<file path="config.mk">
export PLATFORM = sky130hd
export DESIGN_NAME = arb_request_agent
export DESIGN_NICKNAME = d
export VERILOG_FILES = /design/src/rtl/arb_request_agent.sv
export SDC_FILE = /design/constraint.sdc
export NUM_CORES = 1
export LEC_CHECK = 0
export CORE_MARGIN = 2
export CORE_UTILIZATION = 54
export CTS_BUF_LIST = sky130_fd_sc_hd__clkbuf_2 sky130_fd_sc_hd__clkbuf_4 sky130_fd_sc_hd__clkbuf_8
export CTS_CLUSTER_DIAMETER = 200
export CTS_CLUSTER_SIZE = 40
export DETAILED_ROUTE_END_ITERATION = 12
export GPL_TIMING_DRIVEN = 1
export PLACE_DENSITY = 0.91
export RECOVER_POWER = 25
export SETUP_SLACK_MARGIN = 0.2
export SYNTH_ARGS = -nofsm -noshare
export SYNTH_HDL_FRONTEND = slang
export SYNTH_SLANG_ARGS = --single-unit
</file>
<file path="constraint.sdc">
create_clock -name clk_i -period 3.7 [get_ports clk_i]
set_input_delay 0.925 -clock clk_i [delete_from_list [all_inputs] [get_ports clk_i]]
set_output_delay 0.925 -clock clk_i [all_outputs]
set_load 0.005 [all_outputs]
</file>
<file path="src/rtl/arb_request_agent.sv">
// arb_request_agent
//   Collects per-port request pulses into saturating pending counters, presents a
//   request vector to an external priority arbiter, and turns each legal grant into
//   a binary index delivered over a valid/ready handshake.
//
// Ports
//   clk_i        : clock, all state updates on the rising edge
//   rst_i        : synchronous active-high reset
//   event_i      : per-port single-cycle request pulses
//   req_o        : request vector to the arbiter (registered state and idx_ready_i only)
//   gnt_i        : grant vector from the arbiter, expected one-hot or zero
//   idx_o        : binary index of the last accepted grant
//   idx_valid_o  : idx_o holds an undelivered grant
//   idx_ready_i  : downstream accepts idx_o
//   overflow_o   : sticky per-port flag, an event was dropped on a saturated counter
//   gnt_err_o    : sticky flag, an illegal grant was observed
module arb_request_agent #(
    parameter int unsigned WIDTH = 4,
    parameter int unsigned CNT_W = 2,
    localparam int unsigned IdxW = (WIDTH > 1) ? $clog2(WIDTH) : 1
) (
    input  logic            clk_i,
    input  logic            rst_i,
    input  logic [WIDTH-1:0] event_i,
    output logic [WIDTH-1:0] req_o,
    input  logic [WIDTH-1:0] gnt_i,
    output logic [IdxW-1:0]  idx_o,
    output logic             idx_valid_o,
    input  logic             idx_ready_i,
    output logic [WIDTH-1:0] overflow_o,
    output logic             gnt_err_o
);

    localparam logic [CNT_W-1:0] MaxCnt = '1;

    logic [WIDTH-1:0][CNT_W-1:0] cnt_q, cnt_d;
    logic [IdxW-1:0]             idx_q, idx_d;
    logic                        idx_valid_q, idx_valid_d;
    logic [WIDTH-1:0]            overflow_q, overflow_d;
    logic                        gnt_err_q, gnt_err_d;

    logic             stall;
    logic             gnt_onehot;
    logic             gnt_legal;
    logic             gnt_illegal;
    logic [WIDTH-1:0] gnt_hit;
    logic [IdxW-1:0]  gnt_idx;

    // Requests are withheld while the index register is blocked, so any legal grant
    // always finds the register free (empty or draining this cycle).
    always_comb begin
        stall = idx_valid_q & ~idx_ready_i;
        for (int i = 0; i < WIDTH; i++) begin
            req_o[i] = (cnt_q[i] != '0) & ~stall;
        end
    end

    always_comb begin
        gnt_onehot  = (gnt_i != '0) && ((gnt_i & (gnt_i - WIDTH'(1))) == '0);
        gnt_legal   = gnt_onehot && ((gnt_i & ~req_o) == '0);
        gnt_illegal = (gnt_i != '0) && !gnt_legal;
        gnt_hit     = gnt_legal ? gnt_i : '0;
        gnt_idx     = '0;
        for (int i = 0; i < WIDTH; i++) begin
            if (gnt_i[i]) begin
                gnt_idx = IdxW'(i);
            end
        end
    end

    always_comb begin
        cnt_d      = cnt_q;
        overflow_d = overflow_q;
        for (int i = 0; i < WIDTH; i++) begin
            // A grant and an event on the same port cancel out.
            if (gnt_hit[i] && !event_i[i]) begin
                cnt_d[i] = cnt_q[i] - CNT_W'(1);
            end else if (!gnt_hit[i] && event_i[i]) begin
                if (cnt_q[i] != MaxCnt) begin
                    cnt_d[i] = cnt_q[i] + CNT_W'(1);
                end else begin
                    overflow_d[i] = 1'b1;
                end
            end
        end

        idx_d       = idx_q;
        idx_valid_d = idx_valid_q;
        if (gnt_legal) begin
            idx_d       = gnt_idx;
            idx_valid_d = 1'b1;
        end else if (idx_valid_q && idx_ready_i) begin
            idx_valid_d = 1'b0;
        end

        gnt_err_d = gnt_err_q | gnt_illegal;
    end

    always_ff @(posedge clk_i) begin
        if (rst_i) begin
            cnt_q       <= '0;
            idx_q       <= '0;
            idx_valid_q <= 1'b0;
            overflow_q  <= '0;
            gnt_err_q   <= 1'b0;
        end else begin
            cnt_q       <= cnt_d;
            idx_q       <= idx_d;
            idx_valid_q <= idx_valid_d;
            overflow_q  <= overflow_d;
            gnt_err_q   <= gnt_err_d;
        end
    end

    assign idx_o       = idx_q;
    assign idx_valid_o = idx_valid_q;
    assign overflow_o  = overflow_q;
    assign gnt_err_o   = gnt_err_q;

endmodule

</file>
Word level (Yosys, flattened, before mapping)
Cells that the tools add are included.
{"block": "classes", "add_sub_neg": 9, "n_bitwise": 19, "eq_ne": 4, "n_reduce_logical": 45, "muxes": 18}
{"cell": "$mux 2", "count": 14}
{"cell": "$reduce_bool 2->1", "count": 13}
{"cell": "$logic_and 1x1->1", "count": 12}
{"cell": "$reduce_and 3->1", "count": 4}
{"cell": "$not 1->1", "count": 10}
{"cell": "$logic_not 1->1", "count": 9}
{"cell": "$add 2x1->2 const B", "count": 4}
{"cell": "$and 4x4->4", "count": 2}
{"cell": "$logic_not 4->1", "count": 2}
{"cell": "$ne 2x2->1 const B", "count": 4}
{"cell": "$reduce_and 2->1", "count": 4}
{"cell": "$sub 2x1->2 const B", "count": 4}
{"cell": "$and 1x1->1", "count": 5}
{"cell": "$mux 4", "count": 1}
{"cell": "$not 4->4", "count": 1}
{"cell": "$reduce_bool 4->1", "count": 1}
{"cell": "$sub 4x1->4 const B", "count": 1}
{"cell": "$mux 1", "count": 3}
{"cell": "$or 1x1->1", "count": 1}
{"block": "word_totals", "output_inout_bits": 12, "regBits": 16, "elab_cells": 106, "in_bits": 11}

Logic depth before layout (Yosys ltp)
Gate-level depths: netlist of run 1.
{"block": "logic_depth", "ltp_word": 13, "depth_mapped": 10, "ltp_nobuf": 9}

Worst setup path before layout of run 1
Ideal clock, no wire load.
{"block": "synth_timing", "path_type": "input port to flip-flop", "from": "input port gnt_i[3]", "to": "register cnt_q[5] (netlist name)", "stages": 10, "n_path_buf": 1, "setup_ns": 0.132, "t_required_ns": 3.568, "arrival_ns": 2.705, "slack_ns": 0.863, "cell_sequence": "buf_4 > or4b_4 > nor3_4 > o2111a_2 > and2_1 > ha_1 > nor2b_1 > a21oi_1 > nor2_1 > nor3_1"}
{"block": "synth_via", "elab_chain_cells": 10}
{"item": "start: declaration", "line_no": "26", "text": "input logic [WIDTH-1:0] gnt_i,"}
{"item": "$sub 4x1->4", "line_no": "59", "text": "gnt_onehot = (gnt_i != '0) && ((gnt_i & (gnt_i - WIDTH'(1))) == '0);"}
{"item": "$and 4x4->4", "line_no": "59"}
{"item": "$logic_not 4->1", "line_no": "59"}
{"item": "$logic_and 1x1->1", "line_no": "59"}
{"item": "$logic_and 1x1->1 *", "line_no": "60", "text": "gnt_legal = gnt_onehot && ((gnt_i & ~req_o) == '0);"}
{"item": "$mux 4 *", "line_no": "62", "text": "gnt_hit = gnt_legal ? gnt_i : '0;"}
{"item": "$logic_not 1->1", "line_no": "78", "text": "end else if (!gnt_hit[i] && event_i[i]) begin"}
{"item": "$logic_and 1x1->1", "line_no": "78"}
{"item": "$reduce_bool 2->1 (no line)"}
{"item": "$reduce_and 2->1 (no line)"}
{"item": "end signal: assignment", "line_no": "107", "text": "cnt_q <= cnt_d;"}
{"item": "end: declaration", "line_no": "36", "text": "logic [WIDTH-1:0][CNT_W-1:0] cnt_q, cnt_d;"}
Every way passes the cells marked *; elsewhere a longest branch is shown, timed or not.
A chain may end at the register's enable or synchronous reset.

Final worst setup path of run 1
{"block": "layout_timing", "from": "input port idx_ready_i", "to": "output port req_o[2]"}
{"block": "layout_via", "elab_chain_cells": 4}
{"item": "start: declaration", "line_no": "29", "text": "input logic idx_ready_i,"}
{"item": "$not 1->1", "line_no": "52", "text": "stall = idx_valid_q & ~idx_ready_i;"}
{"item": "$and 1x1->1", "line_no": "52"}
{"item": "$not 1->1", "line_no": "54", "text": "req_o[i] = (cnt_q[i] != '0) & ~stall;"}
{"item": "$and 1x1->1", "line_no": "54"}
{"item": "end: declaration", "line_no": "25", "text": "output logic [WIDTH-1:0] req_o,"}
No other way between the ends.

==> results of run 1 <==
[synthesized netlist by cell type (all sizes together)]
cell / n
a211oi: 1
a21boi: 1
a21oi: 14
a31oi: 4
and2: 2
buf: 3
clkbuf: 2
dfxtp: 16
ha: 8
inv: 12
mux2i: 2
nand2: 3
nand2b: 2
nor2: 25
nor2b: 9
nor3: 5
nor4: 1
o2111a: 1
o2111ai: 1
o21a: 1
o21ai: 3
o21bai: 2
o31a: 4
or4b: 1
xnor2: 1
[report_power, final]
group / switching [mW] / internal [mW]
sequential: 0.0109 / 0.183
clock: 0.0606 / 0.0601
combinational: 0.0467 / 0.0525
[registers in the layout (all words and copies together), names as in the netlist]
register     cells
cnt_q            8
gnt_err_o        1
idx_o            2
idx_valid_o      1
overflow_o       4
[worst min-delay path by stage]
stage | to
global placement | overflow_o[0]
finish | idx_o[1]
global route | idx_o[1]
detailed placement | idx_o[1]
CTS | idx_o[1]
floorplan | overflow_o[0]
[cell families after synthesis]
kind of cell | synth area share, %
AO/OA/AOI/OAI | 21.0
XOR/XNOR | 0.901
adder cells (fa/ha/maj) | 10.3
buffers and inverters | 7.85
flip-flops | 32.9
multiplexers | 2.06
AND/OR/NAND/NOR | 25.0
[worst reg2reg max path, stage by stage (launching register included)]
cell and delay, ns:
dfxtp_1 0.32, nor2b_1 0.12, buf_4 0.17, o21ai_0 0.24
o2111a_2 0.32, and2_1 0.14, ha_1 0.26, nor2b_1 0.14
a21oi_1 0.08, nor2_1 0.10, nor3_1 0.06
[metrics by stage]
stage	hold WS (ns)	power [mW]
2_1_floorplan	0.461	0.255
3_3_place_gp	0.450	0.293
3_5_place_dp	0.465	0.298
4_1_cts	0.486	0.415
5_1_grt	0.499	0.433
6_report	0.476	0.414
[per-layer routing]
| layer | wire length (microns) | vias up | global-route usage [%] |
|---|---|---|---|
| met3 | 86 | 4 | 2.75 |
| met4 | 50 | 0 | 13.7 |
| met5 | 0 | - | 0 |
| met2 | 1050 | 25 | 40.6 |
| li1 | - | 467 | - |
| met1 | 891 | 406 | 26.0 |
[cell type report]
cell class | instances | area [sq um] | area share [%]
Clock buffer | 4 | 36.3 | 2.90
Inverter | 12 | 45.0 | 3.60
Multi-Input combinational cell | 91 | 576 | 46.0
Sequential cell | 16 | 320 | 25.6
Tap cell | 25 | 31.3 | 2.50
Timing Repair Buffer | 25 | 243 | 19.4
==> impl_metrics.prom, run 1 <==
# TYPE chip_impl_metric gauge
chip_impl_metric{name="largest_net_degree_at_the_start_of_global_routing",unit=""} 19
chip_impl_metric{name="cp.depth",unit=""} 5
chip_impl_metric{name="num_rows",unit=""} 15
chip_impl_metric{name="share_of_the_synthesized_area_in_the_top_cell_type",unit="%"} 32.9
chip_impl_metric{name="io_pins",unit=""} 23
chip_impl_metric{name="yosys.cell_types.count",unit=""} 28
chip_impl_info{name="r2r-end",value="cnt_q[7]"} 1
chip_impl_metric{name="pre_cts_slack",unit="ns"} 0.321
chip_impl_info{name="unrepaired_setup_endpoints_after_global_routing",value="false"} 1
chip_impl_metric{name="postLayoutCellArea",unit="sq um"} 1250
chip_impl_metric{name="worstPathBufferInverterCount",unit=""} 3
chip_impl_info{name="timing.hold.worst.start",value="idx_o[1]"} 1
chip_impl_metric{name="power.density_cell_area",unit="nW/um^2"} 331
chip_impl_metric{name="gp_congestion",unit=""} 0.808
chip_impl_metric{name="numPortBuffers",unit=""} 22
chip_impl_metric{name="reg2regPathDepth",unit=""} 10
chip_impl_metric{name="slew_headroom",unit="%"} 57.9
chip_impl_metric{name="timing_worst_slew_pin_value",unit="ns"} 0.630
chip_impl_info{name="worstSetupEndpointType",value="output port"} 1
chip_impl_metric{name="post-route-util",unit="%"} 73.3
chip_impl_metric{name="cts_resized",unit=""} 0
chip_impl_metric{name="critPathRequiredTime",unit="ns"} 2.77
chip_impl_metric{name="overall_die_area",unit="sq um"} 2160
chip_impl_metric{name="final_net_count",unit=""} 168
chip_impl_info{name="hold_path_class",value="reg2reg"} 1
chip_impl_metric{name="syn_avg_cell_area",unit="sq um"} 7.84
chip_impl_metric{name="dr_total_vias",unit=""} 902
chip_impl_metric{name="detail_route.drc_violations",unit=""} 0
chip_impl_info{name="outcome",value="finished clean"} 1
chip_impl_info{name="layout.cells.most_common",value="nor2_1"} 1
chip_impl_metric{name="drt_pre_antenna_iters",unit=""} 4
chip_impl_metric{name="inserted_clock_buffers",unit=""} 3
chip_impl_metric{name="grt_overflow_total",unit=""} 0
chip_impl_metric{name="layout_worst_path_cycle_share",unit="%"} 85.1
chip_impl_info{name="worst_path_most_repeated_cell",value="clkdlybuf4s50_1"} 1
chip_impl_metric{name="layout-drive-gt1-share",unit="%"} 6.76
chip_impl_info{name="cpMaxStageDelayCell",value="clkdlybuf4s50_1"} 1
chip_impl_metric{name="synth_cells",unit=""} 124
chip_impl_metric{name="setup_tns",unit="ns"} 0
chip_impl_info{name="setup.worst_path.end",value="req_o[2]"} 1
chip_impl_metric{name="post-dp-hpwl",unit="microns"} 1600
chip_impl_metric{name="hold_path_depth",unit=""} 2
chip_impl_metric{name="yosysWarningCount",unit=""} 0
chip_impl_metric{name="detailed_place.area",unit="sq um"} 1210
chip_impl_metric{name="core_area",unit="sq um"} 1710
chip_impl_metric{name="die_h",unit="microns"} 46.4
chip_impl_metric{name="start_util",unit="%"} 56.9
chip_impl_metric{name="cts_post_setup_buffers_inserted",unit=""} 0
chip_impl_metric{name="worst_ir_drop_vdd",unit="uV"} 283
chip_impl_metric{name="postLayoutSetupSlackWorst",unit="ns"} 0.550
chip_impl_metric{name="fmaxAchievable",unit="MHz"} 318
chip_impl_metric{name="cts_max_path_buffers",unit=""} 2
chip_impl_metric{name="post_layout_min_period",unit="ns"} 3.15
chip_impl_metric{name="avgRoutedWirePerCell",unit="microns"} 12.0
chip_impl_metric{name="via_per_inst",unit=""} 5.21
chip_impl_metric{name="wire_length_of_the_first_global_routing_pass",unit="microns"} 3430
chip_impl_metric{name="grt_antenna_before_repair",unit=""} 0
chip_impl_metric{name="timing.critical_path.arrival",unit="ns"} 2.22
chip_impl_metric{name="max_capacitance_violation_count",unit=""} 0
chip_impl_info{name="crit_startpoint",value="idx_ready_i"} 1
chip_impl_metric{name="clkSlewWorstSetupHoldPaths",unit="ns"} 0.10
chip_impl_metric{name="report.final.setup_viol",unit=""} 0
chip_impl_metric{name="drv_slew",unit=""} 0
chip_impl_metric{name="cts-hold-fix-buffers",unit=""} 0
chip_impl_metric{name="synth_seq_area_share",unit="%"} 32.9
chip_impl_metric{name="hold_viol_final",unit=""} 0
chip_impl_metric{name="insertion_delay",unit="ns"} 0.30
chip_impl_metric{name="worst-r2r-setup-slack",unit="ns"} 1.62
chip_impl_info{name="critical_path.top_delay_family",value="buffers and inverters"} 1
chip_impl_metric{name="total_leakage_power",unit="nW"} 0.539
chip_impl_metric{name="synth.net_count",unit=""} 143
chip_impl_metric{name="place_inst",unit=""} 169
chip_impl_metric{name="detail_route.wirelength",unit="microns"} 2080
chip_impl_info{name="synth.top_cells.by_area",value="dfxtp_1 33%, ha_1 10%, nor2_1 9.7%, a21oi_1 7.2%, nor2b_1 5.8%"} 1
chip_impl_metric{name="fin_cells",unit=""} 173
chip_impl_metric{name="antenna_cells",unit=""} 0
chip_impl_metric{name="first_global_vias",unit=""} 825
chip_impl_metric{name="drt.antenna.violating_nets",unit=""} 0
chip_impl_info{name="worstSetupStartpointType",value="input pin"} 1
chip_impl_metric{name="area_delta_synth_final",unit="%"} 28.7
chip_impl_info{name="yosysTopAreaCell",value="dfxtp_1"} 1
chip_impl_metric{name="timing.critical_path.slowest_cell_delay",unit="ns"} 0.51
chip_impl_info{name="reg2reg_from",value="idx_valid_o"} 1
chip_impl_metric{name="die_x",unit="microns"} 46.4
chip_impl_info{name="critical_path.cell_chain",value="clkdlybuf4s50_1 -> nor2b_1 -> buf_4 -> nor2_1 -> clkdlybuf4s50_1"} 1
chip_impl_metric{name="timing.clock.skew",unit="ns"} 0.00418
chip_impl_metric{name="track_usage",unit="%"} 23.0
chip_impl_metric{name="tritoncts_num_sinks",unit=""} 16
chip_impl_metric{name="detailedRoute.firstIterationViolations",unit=""} 15
chip_impl_info{name="layout_common_cells",value="25 x nor2_1, 16 x dfxtp_1, 15 x clkdlybuf4s50_1, 14 x a21oi_1, 12 x inv_1"} 1
chip_impl_metric{name="synthesis.area",unit="sq um"} 972
chip_impl_info{name="cts-root-buf",value="clkbuf_4"} 1
chip_impl_metric{name="critical_path_peak_fanout",unit=""} 9
chip_impl_metric{name="n_fill_cell",unit=""} 127
chip_impl_metric{name="number_of_h_tree_branching_levels",unit=""} 1
chip_impl_info{name="critical_path_class",value="in2out"} 1
chip_impl_metric{name="ys_seq_elements",unit=""} 16
chip_impl_info{name="cts_tree",value="built"} 1
(Power assumes the default switching activity.)
==> run 2, diff against run 1 <==
- PLACE_DENSITY: 0.91 -> 0.95
==> run 2 against run 1 <==
Effect of this change: core utilization stayed put; register-to-register slack hardly changed; first-iteration DRC count grew to 2.5 times the previous value; total power is 0.42% lower; sequential power hardly changed; die area stayed put; final area stayed put; clock-buffer cell count stayed put; critical path depth stayed put; critical path type unchanged; largest power group unchanged; highest routed layer unchanged.
==> impl_metrics.prom, run 2 (synthesized netlist as in run 1, its figures left out) <==
# TYPE chip_impl_metric gauge
chip_impl_metric{name="critical_path_peak_fanout",unit=""} 9
chip_impl_metric{name="track_usage",unit="%"} 22.6
chip_impl_metric{name="post-route-util",unit="%"} 73.3
chip_impl_metric{name="area_delta_synth_final",unit="%"} 28.7
chip_impl_info{name="worstSetupStartpointType",value="input pin"} 1
chip_impl_metric{name="via_per_inst",unit=""} 5.37
chip_impl_info{name="cpMaxStageDelayCell",value="clkdlybuf4s50_1"} 1
chip_impl_metric{name="drv_slew",unit=""} 0
chip_impl_metric{name="setup_tns",unit="ns"} 0
chip_impl_metric{name="post-dp-hpwl",unit="microns"} 1610
chip_impl_metric{name="drt_pre_antenna_iters",unit=""} 4
chip_impl_metric{name="cts-hold-fix-buffers",unit=""} 0
chip_impl_metric{name="slew_headroom",unit="%"} 59.5
chip_impl_info{name="worst_path_most_repeated_cell",value="clkdlybuf4s50_1"} 1
chip_impl_info{name="critical_path.top_delay_family",value="buffers and inverters"} 1
chip_impl_metric{name="antenna_cells",unit=""} 0
chip_impl_metric{name="layout_worst_path_cycle_share",unit="%"} 85.2
chip_impl_metric{name="finalHoldWorstSlack",unit="ns"} 0.476
chip_impl_metric{name="die_x",unit="microns"} 46.4
chip_impl_metric{name="total_leakage_power",unit="nW"} 0.539
chip_impl_metric{name="wire_length_of_the_first_global_routing_pass",unit="microns"} 3390
chip_impl_metric{name="number_of_h_tree_branching_levels",unit=""} 1
chip_impl_info{name="critical_path_class",value="in2out"} 1
chip_impl_metric{name="detailedRoute.firstIterationViolations",unit=""} 38
chip_impl_info{name="registers.top_by_ff_count",value="cnt_q"} 1
chip_impl_metric{name="io_pins",unit=""} 23
chip_impl_metric{name="largest_net_degree_at_the_start_of_global_routing",unit=""} 19
chip_impl_metric{name="detail_route.wirelength",unit="microns"} 2180
chip_impl_metric{name="final_net_count",unit=""} 168
chip_impl_metric{name="critPathRequiredTime",unit="ns"} 2.77
chip_impl_metric{name="post_layout_min_period",unit="ns"} 3.15
chip_impl_info{name="worstSetupEndpointType",value="output port"} 1
chip_impl_metric{name="n_fill_cell",unit=""} 124
chip_impl_metric{name="timing_worst_slew_pin_value",unit="ns"} 0.606
chip_impl_metric{name="timing.critical_path.arrival",unit="ns"} 2.23
chip_impl_metric{name="layout-drive-gt1-share",unit="%"} 6.76
chip_impl_metric{name="hold_viol_final",unit=""} 0
chip_impl_metric{name="fmaxAchievable",unit="MHz"} 317
chip_impl_metric{name="fin_cells",unit=""} 173
chip_impl_metric{name="grt_overflow_total",unit=""} 0
chip_impl_metric{name="num_rows",unit=""} 15
chip_impl_metric{name="detail_route.drc_violations",unit=""} 0
chip_impl_metric{name="place_inst",unit=""} 169
chip_impl_metric{name="inserted_clock_buffers",unit=""} 3
chip_impl_metric{name="die_h",unit="microns"} 46.4
chip_impl_info{name="layout.cells.most_common",value="nor2_1"} 1
chip_impl_metric{name="clkSlewWorstSetupHoldPaths",unit="ns"} 0.09
chip_impl_metric{name="gp_congestion",unit=""} 0.767
chip_impl_metric{name="avgRoutedWirePerCell",unit="microns"} 12.6
chip_impl_info{name="layout_common_cells",value="25 x nor2_1, 16 x dfxtp_1, 15 x clkdlybuf4s50_1, 14 x a21oi_1, 12 x inv_1"} 1
chip_impl_metric{name="first_global_vias",unit=""} 823
chip_impl_metric{name="drt.antenna.violating_nets",unit=""} 0
chip_impl_metric{name="worstPathBufferInverterCount",unit=""} 3
chip_impl_info{name="unrepaired_setup_endpoints_after_global_routing",value="false"} 1
chip_impl_metric{name="cts_resized",unit=""} 0
chip_impl_metric{name="max_capacitance_violation_count",unit=""} 0
chip_impl_info{name="outcome",value="finished clean"} 1
chip_impl_info{name="cts_tree",value="built"} 1
chip_impl_metric{name="start_util",unit="%"} 56.9
chip_impl_metric{name="timing.clock.skew",unit="ns"} 0.00377
chip_impl_metric{name="numPortBuffers",unit=""} 22
chip_impl_info{name="cts-root-buf",value="clkbuf_4"} 1
chip_impl_metric{name="sequential_cell_area",unit="sq um"} 320
chip_impl_metric{name="multiInputGateArea",unit="sq um"} 576
chip_impl_metric{name="timing.critical_path.slowest_cell_delay",unit="ns"} 0.51
chip_impl_metric{name="overall_die_area",unit="sq um"} 2160
chip_impl_metric{name="grt_antenna_before_repair",unit=""} 0
chip_impl_metric{name="dr_total_vias",unit=""} 929
chip_impl_info{name="critical_path.cell_chain",value="clkdlybuf4s50_1 -> nor2b_1 -> buf_4 -> nor2_1 -> clkdlybuf4s50_1"} 1
chip_impl_metric{name="power.density_cell_area",unit="nW/um^2"} 330
chip_impl_metric{name="core_area",unit="sq um"} 1710
chip_impl_metric{name="cts_max_path_buffers",unit=""} 2
chip_impl_info{name="hold_path_class",value="reg2reg"} 1
chip_impl_metric{name="report.final.setup_viol",unit=""} 0
chip_impl_metric{name="worst_ir_drop_vdd",unit="uV"} 301
chip_impl_metric{name="insertion_delay",unit="ns"} 0.29
chip_impl_metric{name="power.total",unit="mW"} 0.412
chip_impl_metric{name="largest_register_ffs",unit=""} 8
chip_impl_metric{name="cts_post_setup_buffers_inserted",unit=""} 0
chip_impl_metric{name="tritoncts_num_sinks",unit=""} 16
run 2: cell counts in the layout (fill, tap and decap cells not counted):
No cell type changed its count.
run 2: report_power, final:
group	internal, mW	switching [mW]	total (mW)
registers	0.183	0.0108	0.194
logic	0.0525	0.0479	0.100
clock network	0.0599	0.0577	0.118
total	0.296	0.117	0.412
run 2: metal layers:
metal  up-vias  wire [microns]  track usage [%]
met2        30            1110             40.3
met3         4              84             3.92
met1       427             958             25.5
met5         -               0                0
li1        468               -                -
met4         0              25             10.9
run 2: metrics by stage:
stage,setup slack [ns],area (sq um)
3_3_place_gp,0.441,1210
5_1_grt,0.481,1250
4_1_cts,0.551,1250
2_1_floorplan,0.863,972
6_report,0.546,1250
3_5_place_dp,0.354,1210
run 2: worst paths after layout:
| path | end | cells past startpoint | slack, ns | startpoint |
|---|---|---|---|---|
| setup / recovery | req_o[0] | 5 | 0.55 | idx_ready_i |
| hold / removal | idx_o[1] | 2 | 0.48 | idx_o[1] |
| setup reg to reg | cnt_q[5] | 10 | 1.62 | idx_valid_o |
| hold reg to reg | idx_o[1] | 2 | 0.48 | idx_o[1] |
run 2: cell type report:
type	instances	share of cell area, %
Multi-Input combinational cell	91	46.0
Clock buffer	4	2.90
Timing Repair Buffer	25	19.4
Sequential cell	16	25.6
Inverter	12	3.60
Tap cell	25	2.50
run 2: tightest hold or removal path, cell delays in order (launching register included):
cell and delay [ns]:
dfxtp_1 0.32, nand2b_1 0.06, mux2i_1 0.06
